===== src/rtl/rom_fetch_ctrl_pkg.sv =====
// rom_fetch_pkg
//   Shared definitions for the instruction-fetch sequencer:
//   fetch FSM state encoding, default interrupt vector locations
//   and the bit positions of the two interrupt sources.
package rom_fetch_pkg;

    typedef enum logic [2:0] {
        S_ADDR,   // ROM samples ROM_ADDR on the closing edge
        S_CAPT,   // returned byte captured into DATA_OUT/PC_OUT
        S_READY,  // DATA_VALID, waiting for a request
        S_VADDR,  // ROM samples the interrupt vector address
        S_VCAPT   // vector byte loaded into PC
    } fetch_state_t;

    localparam logic [7:0] ROM_MOUSE_VEC = 8'hFF;
    localparam logic [7:0] ROM_TIMER_VEC = 8'hFE;

    localparam int unsigned IRQ_W         = 2;
    localparam int unsigned IRQ_MOUSE_BIT = 0;
    localparam int unsigned IRQ_TIMER_BIT = 1;

endpackage


===== src/rtl/rom_fetch_ctrl.sv =====
// rom_fetch_ctrl
//   Instruction-fetch sequencer between the CPU core and a 256x8
//   synchronous-read program ROM. Owns the PC, issues ROM addresses,
//   captures returned bytes, and handles jumps, returns and two
//   interrupt sources with a single-level saved return address.
//
// Ports
//   CLK        system clock (all state on posedge)
//   RESET      synchronous, active-high reset
//   ROM_ADDR   registered ROM address
//   ROM_DATA   ROM read data, one cycle after ROM_ADDR is sampled
//   NEXT_REQ   fetch byte at PC+1
//   JUMP_REQ   fetch byte at JUMP_ADDR
//   JUMP_ADDR  jump target
//   RETURN_REQ fetch byte at saved return address, leave ISR
//   IRQ        level requests: bit0 mouse, bit1 timer
//   IRQ_ACK    one-cycle pulse when the matching vector fetch starts
//   DATA_OUT   captured instruction/operand byte
//   PC_OUT     address of the byte in DATA_OUT
//   DATA_VALID DATA_OUT/PC_OUT valid, controller waiting for a request
//   BUSY       inverse of DATA_VALID; requests ignored while high
module rom_fetch_ctrl
    import rom_fetch_pkg::*;
#(
    parameter int unsigned        ADDR_W    = 8,
    parameter int unsigned        DATA_W    = 8,
    parameter logic [ADDR_W-1:0]  MOUSE_VEC = ROM_MOUSE_VEC,
    parameter logic [ADDR_W-1:0]  TIMER_VEC = ROM_TIMER_VEC
) (
    input  logic              CLK,
    input  logic              RESET,
    output logic [ADDR_W-1:0] ROM_ADDR,
    input  logic [DATA_W-1:0] ROM_DATA,
    input  logic              NEXT_REQ,
    input  logic              JUMP_REQ,
    input  logic [ADDR_W-1:0] JUMP_ADDR,
    input  logic              RETURN_REQ,
    input  logic [IRQ_W-1:0]  IRQ,
    output logic [IRQ_W-1:0]  IRQ_ACK,
    output logic [DATA_W-1:0] DATA_OUT,
    output logic [ADDR_W-1:0] PC_OUT,
    output logic              DATA_VALID,
    output logic              BUSY
);

    fetch_state_t      state, state_nxt;
    logic [ADDR_W-1:0] pc, pc_nxt;
    logic [ADDR_W-1:0] rom_addr_q, rom_addr_nxt;
    logic [ADDR_W-1:0] saved_ret, saved_nxt;
    logic              in_isr, in_isr_nxt;
    logic [IRQ_W-1:0]  ack_q, ack_nxt;
    logic [DATA_W-1:0] data_q, data_nxt;
    logic [ADDR_W-1:0] pcout_q, pcout_nxt;

    logic              req_any;
    logic              irq_open;
    logic [ADDR_W-1:0] target;

    always_ff @(posedge CLK) begin
        if (RESET) begin
            state      <= S_ADDR;
            pc         <= '0;
            rom_addr_q <= '0;
            saved_ret  <= '0;
            in_isr     <= 1'b0;
            ack_q      <= '0;
            data_q     <= '0;
            pcout_q    <= '0;
        end else begin
            state      <= state_nxt;
            pc         <= pc_nxt;
            rom_addr_q <= rom_addr_nxt;
            saved_ret  <= saved_nxt;
            in_isr     <= in_isr_nxt;
            ack_q      <= ack_nxt;
            data_q     <= data_nxt;
            pcout_q    <= pcout_nxt;
        end
    end

    always_comb begin
        state_nxt    = state;
        pc_nxt       = pc;
        rom_addr_nxt = rom_addr_q;
        saved_nxt    = saved_ret;
        in_isr_nxt   = in_isr;
        ack_nxt      = '0;
        data_nxt     = data_q;
        pcout_nxt    = pcout_q;

        req_any = NEXT_REQ | JUMP_REQ | RETURN_REQ;
        // RETURN leaves the ISR in the same accept cycle, so a pending
        // IRQ can be taken immediately on that return.
        irq_open = RETURN_REQ | ~in_isr;

        if (RETURN_REQ)
            target = saved_ret;
        else if (JUMP_REQ)
            target = JUMP_ADDR;
        else
            target = pc + ADDR_W'(1);

        case (state)
            S_ADDR: state_nxt = S_CAPT;

            S_CAPT: begin
                data_nxt  = ROM_DATA;
                pcout_nxt = pc;
                state_nxt = S_READY;
            end

            S_READY: begin
                if (req_any) begin
                    if (RETURN_REQ)
                        in_isr_nxt = 1'b0;
                    if (irq_open && (IRQ != '0)) begin
                        saved_nxt  = target;
                        in_isr_nxt = 1'b1;
                        state_nxt  = S_VADDR;
                        if (IRQ[IRQ_MOUSE_BIT]) begin
                            rom_addr_nxt           = MOUSE_VEC;
                            ack_nxt[IRQ_MOUSE_BIT] = 1'b1;
                        end else begin
                            rom_addr_nxt           = TIMER_VEC;
                            ack_nxt[IRQ_TIMER_BIT] = 1'b1;
                        end
                    end else begin
                        pc_nxt       = target;
                        rom_addr_nxt = target;
                        state_nxt    = S_ADDR;
                    end
                end
            end

            S_VADDR: state_nxt = S_VCAPT;

            S_VCAPT: begin
                pc_nxt       = ADDR_W'(ROM_DATA);
                rom_addr_nxt = ADDR_W'(ROM_DATA);
                state_nxt    = S_ADDR;
            end

            default: state_nxt = S_ADDR;
        endcase
    end

    assign ROM_ADDR   = rom_addr_q;
    assign IRQ_ACK    = ack_q;
    assign DATA_OUT   = data_q;
    assign PC_OUT     = pcout_q;
    assign DATA_VALID = (state == S_READY);
    assign BUSY       = ~DATA_VALID;

endmodule

===== config.mk =====
export PLATFORM = sky130hd
export DESIGN_NAME = rom_fetch_ctrl
export DESIGN_NICKNAME = d
export VERILOG_FILES = /design/src/rtl/rom_fetch_ctrl_pkg.sv /design/src/rtl/rom_fetch_ctrl.sv
export SDC_FILE = /design/constraint.sdc
export NUM_CORES = 1
export LEC_CHECK = 0
export ABC_CLOCK_PERIOD_IN_PS = 1610
export BUFFER_PORTS_ARGS = -buffer_cell sky130_fd_sc_hd__buf_4
export CORE_MARGIN = 2
export CORE_UTILIZATION = 33
export CTS_CLUSTER_DIAMETER = 80
export DETAILED_ROUTE_END_ITERATION = 10
export PLACE_DENSITY = 0.59
export SETUP_SLACK_MARGIN = 0.15
export SYNTH_ARGS = -nofsm -noshare
export SYNTH_HDL_FRONTEND = slang
export SYNTH_SLANG_ARGS = --single-unit

===== constraint.sdc =====
create_clock -name CLK -period 1.61 [get_ports CLK]
set_input_delay 0.322 -clock CLK [delete_from_list [all_inputs] [get_ports CLK]]
set_output_delay 0.322 -clock CLK [all_outputs]
set_load 0.01 [all_outputs]

# Word level (Yosys, flattened, before mapping)
# Cells that the tools add are included.
# word_totals
reg_bits,46
in_bits,23
output_inout_bits,28
word_cells,48
# classes
addsub,1
eq_ne,6
muxes,16
bitwise_logic,7
reduce_logical,10
# ops
op,count
$mux W8,6
$pmux W8 S2,2
$pmux W3 S4,1
$reduce_and A3 Y1,3
$add A8 B1 Y8 const B,1
$eq A3 B2 Y1 const B,2
$reduce_bool A2 Y1,3
$mux W1,5
$not A1 Y1,4
$reduce_or A4 Y1,1
$eq A3 B1 Y1 const B,1
$eq A3 B3 Y1 const B,1
$logic_not A3 Y1,1
$mux W3,1
$or A1 B1 Y1,3
$mux W2,1
$ne A2 B1 Y1 const B,1
$ne A2 B2 Y1 const B,1
$reduce_and A2 Y1,1
$logic_and A1 B1 Y1,1

# Longest topological paths before layout
# logic_depth
ltp_word,6
depth_mapped,7
mapped_depth_nobuf,6

# Worst setup path before layout
# OpenSTA, ideal clock, no wires.
# synth_timing
kind,reg-to-reg
start,register state[1]
end,register pc[4]
setup_ns,0.096
arrival_time_ns,1.635
t_required_ns,1.514
slack_ns,-0.121
stages_incl_launch_ff,7
n_path_buf,1
synth_period_minus_slack_ns,1.731
cell_sequence,dfxtp_1 > nor3b_4 > inv_4 > o21ai_4 > o21ai_2 > buf_6 > o41ai_2
# synth_between
elab_chain_cells,3
elab_cells_between_ends,7
classes_between,4 x eq/ne; 1 x mux; 2 x reduce/logical
# synth_rtl
item,line_no,source
"start, declared",rom_fetch_ctrl.sv:46,"fetch_state_t state, state_nxt;"
"start signal, assigned",rom_fetch_ctrl.sv:70,state <= state_nxt;
$eq A3 B2 Y1 *,--,
net DATA_VALID,rom_fetch_ctrl.sv:42,"output logic DATA_VALID,"
"$ne A2 B2 Y1 (no line), or another cell as far along",--,
$reduce_and A3 Y1 (no line),--,
"end signal, assigned",rom_fetch_ctrl.sv:71,pc <= pc_nxt;
"end, declared",rom_fetch_ctrl.sv:47,"logic [ADDR_W-1:0] pc, pc_nxt;"
# The timed path passes the listed nets; every way through them passes the cells marked *.
# A chain may end at the register's enable or synchronous reset.

# Final worst setup path
# layout_timing
start,register pc[1]
end,register pc[1]
# layout_between
elab_chain_cells,6
# layout_rtl
item,line_no,source
$add A8 B1 Y8,rom_fetch_ctrl.sv:101,target = pc + ADDR_W'(1);
$mux W8,rom_fetch_ctrl.sv:98,else if (JUMP_REQ)
$mux W8,rom_fetch_ctrl.sv:96,if (RETURN_REQ)
$mux W8,rom_fetch_ctrl.sv:116,if (irq_open && (IRQ != '0)) begin
$mux W8,rom_fetch_ctrl.sv:113,if (req_any) begin
$pmux W8 S2,rom_fetch_ctrl.sv:103,case (state)
# Every way passes these cells. The select of a mux whose other input is x is not followed.

==> results.py <==
metrics = {
    "clock_network": {
        "clk_latency_ns": 0.30,
        "cts_hold_buf": 0,
        "cts_made_buffers": 5,
        "clock-root-buffer": "clkbuf_8",
        "cts_sinks": 46,
        "cts_max_path_buffers": 2,
        "clk_pin_slew_ns": 0.09,
        "cts_tree": "built",
        "htreeDepth": 2,
    },
    "placement": {
        "place_inst": 410,
        "gp_congestion": 0.862,
        "dpl_worst_slack_ns": -0.101,
        "place_area_um2": 2870,
        "io_buffers": 50,
        "place_hpwl_um": 4600,
    },
    "sta": {
        "slew-limit-headroom_pct": 62.7,
        "setup_tns_ns": -0.0485,
        "hold_violations": 0,
        "fin_ws_ns": -0.0163,
        "rsz0062_at_grt": "yes",
        "min_period_over_period_pct": 101,
        "finClkSkew_ns": 0.00691,
        "tightestPinTransition_ns": 0.559,
        "slew_viol_final": 0,
        "max_freq_mhz": 615,
        "whs_ns": 0.265,
        "setup_viol": 5,
        "timing.final.crit_period_ns": 1.63,
    },
    "setup_path": {
        "worst_setup_path_start_kind": "register",
        "r2r-end": "pc[1]",
        "required_ns": 1.79,
        "worstRegToRegCells": 6,
        "critPathMaxFanout": 2,
        "crit_arrival_ns": 1.80,
        "end_kind": "register",
        "rr_startpoint": "pc[1]",
        "reg2reg_slack_ns": -0.02,
        "crit_type": "reg2reg",
    },
    "job": {
        "max_cap_viol_count": 0,
    },
    "finish": {
        "finalNonFillerCells": 441,
        "stdcell_area_um2": 3470,
        "final_cell_mix": "buf_4, nand2_1, dfxtp_1, a21oi_1, buf_6",
        "insertedDiodeCount": 0,
        "fin_util_pct": 55.0,
        "drive_above_1_share_pct": 48.1,
        "syn_to_final_growth_pct": 61.2,
        "fin_nets": 387,
        "layout_commonest_cell": "buf_4",
    },
    "grt": {
        "grt_pass1_vias": 2088,
        "grt_pass1_wl_um": 10300,
        "track_usage_pct": 18.0,
        "grt_max_degree": 53,
        "antenna_found_initial": 0,
        "grt-ovfl-total": 0,
    },
    "min_path": {
        "holdCritPathClass": "in2reg",
        "min_from": "ROM_DATA[2]",
        "min_delay_path_depth": 3,
        "min_to": "DATA_OUT[2]",
    },
    "detailed_routing": {
        "drt_pre_antenna_iters": 4,
        "num_vias": 2273,
        "avgViaCountPerCell": 5.15,
        "ant_nets": 0,
        "wire_per_inst_um": 15.5,
        "wl_um": 6850,
        "drcViolationCount": 0,
        "drtIter0Drc": 107,
    },
    "synthesis": {
        "syn_inst": 260,
        "synthesis.nets": 284,
        "async_flop_share_pct": 0,
        "ys_types": 50,
        "syn_avg_cell_area_um2": 8.28,
        "ys_ff_latch": 46,
        "ys_warn_count": 0,
        "synth_seq_area_share_pct": 42.8,
        "syn_area_um2": 2150,
        "synth_edf_count": 0,
        "synth_top_flop_cell": "dfxtp_1",
    },
    "power": {
        "leakage_nw": 1.43,
        "vdd_drop_max_mv": 0.449,
        "p_per_area_nw_per_um2": 821,
        "finalPower_mw": 2.85,
    },
    "run_status": {
        "violations": "setup timing",
        "status": "finished, violations left",
    },
    "floorplanning": {
        "std_cell_rows": 29,
        "coreArea_um2": 6310,
        "io_pins": 51,
        "die_w_um": 84.8,
        "die_y_um": 84.8,
        "die_area_um2": 7180,
        "initial_core_util_pct": 34.1,
    },
}
## state kept, by name, indices dropped and copies added, names as in the netlist
name / flops
in_isr: 1
ROM_ADDR: 8
pc: 8
state: 3
saved_ret: 8
IRQ_ACK: 2
DATA_OUT: 8
PC_OUT: 8
## routing by layer
metal / track usage (%) / up-vias / routed length (um)
li1: - / 1130 / -
met1: 24.0 / 1079 / 3070
met2: 30.1 / 55 / 3400
met3: 3.74 / 9 / 279
met4: 4.04 / 0 / 102
met5: 0 / - / 0
## final cells by class
| cell class | count | area (um^2) |
|---|---|---|
| fillers | 597 | 2840 |
| multi-input cells | 192 | 1330 |
| repair buffers | 113 | 972 |
| flip-flops and latches | 46 | 937 |
| well taps | 77 | 96.3 |
| clock buffers | 5 | 68.8 |
| clock inverters | 3 | 40.0 |
| inverters | 5 | 21.3 |
## cells in the mapped netlist (2+ instances only)
master    number  area share [%]
xnor2_1        3             1.2
o41ai_2        2             1.5
nand3b_1       5             1.7
o32ai_1        2            0.81
nor3_1         5             1.2
nor3b_1        2            0.70
o21a_1         5             1.7
nor2_1        22             3.8
clkbuf_1      14             2.4
nand2b_1       4             1.2
a21oi_1       32             7.4
o31a_1         4             1.6
or3_1          3            0.87
o31ai_1        2            0.70
buf_2          2            0.47
mux2i_1        4             1.9
o21ai_0        7             1.6
a22oi_1        2            0.70
nand2_1       49             8.5
nand3_1        5             1.2
dfxtp_1       46              43
a221oi_1       3             1.2
a211oi_1       5             1.7
nor2b_1        3            0.87
inv_1          4            0.70
## power breakdown
group	internal, mW	leakage (nW)	switching (mW)
combinational	0.381	0.999	0.353
sequential	1.20	0.378	0.0434
clock	0.458	0.0579	0.413
## cells by family (layout without fill, tap and decap cells)
| group | after synthesis | after routing | synth area share (%) |
|---|---|---|---|
| XOR/XNOR | 4 | 4 | 1.63 |
| AO/OA/AOI/OAI | 73 | 73 | 23.1 |
| flip-flops | 46 | 46 | 42.8 |
| adder cells (fa/ha/maj) | 1 | 1 | 0.581 |
| AND/OR/NAND/NOR | 109 | 109 | 25.1 |
| buffers and inverters | 22 | 126 | 4.42 |
| multiplexers | 5 | 5 | 2.38 |
## worst max-delay path, cell delays in order, from the launching register on
cell	delay [ns]
dfxtp_2	0.35
ha_4	0.24
mux2_4	0.28
mux2i_1	0.21
nor2_1	0.10
a211oi_2	0.24
nor3_1	0.07
## worst max path at each step
stage          startpoint          end  slack (ns)  cells past startpoint
5_1_grt             pc[1]  ROM_ADDR[1]       -0.07                      6
2_1_floorplan    state[1]        pc[7]      -0.009                      7
4_1_cts          state[1]         BUSY        0.04                      4
3_5_place_dp   RETURN_REQ        pc[2]       -0.10                      6
3_3_place_gp   RETURN_REQ        pc[2]       -0.09                      6
6_report            pc[1]        pc[1]       -0.02                      6
## repair_timing
item / 4_1_cts / 5_1_grt
pin swaps: 12 / 26
cloned: 1 / 2
setup endpoints to repair: 38 / 30
buffers inserted: 9 / 11
resized for setup: 37 / 50
(Power assumes the default switching activity.)
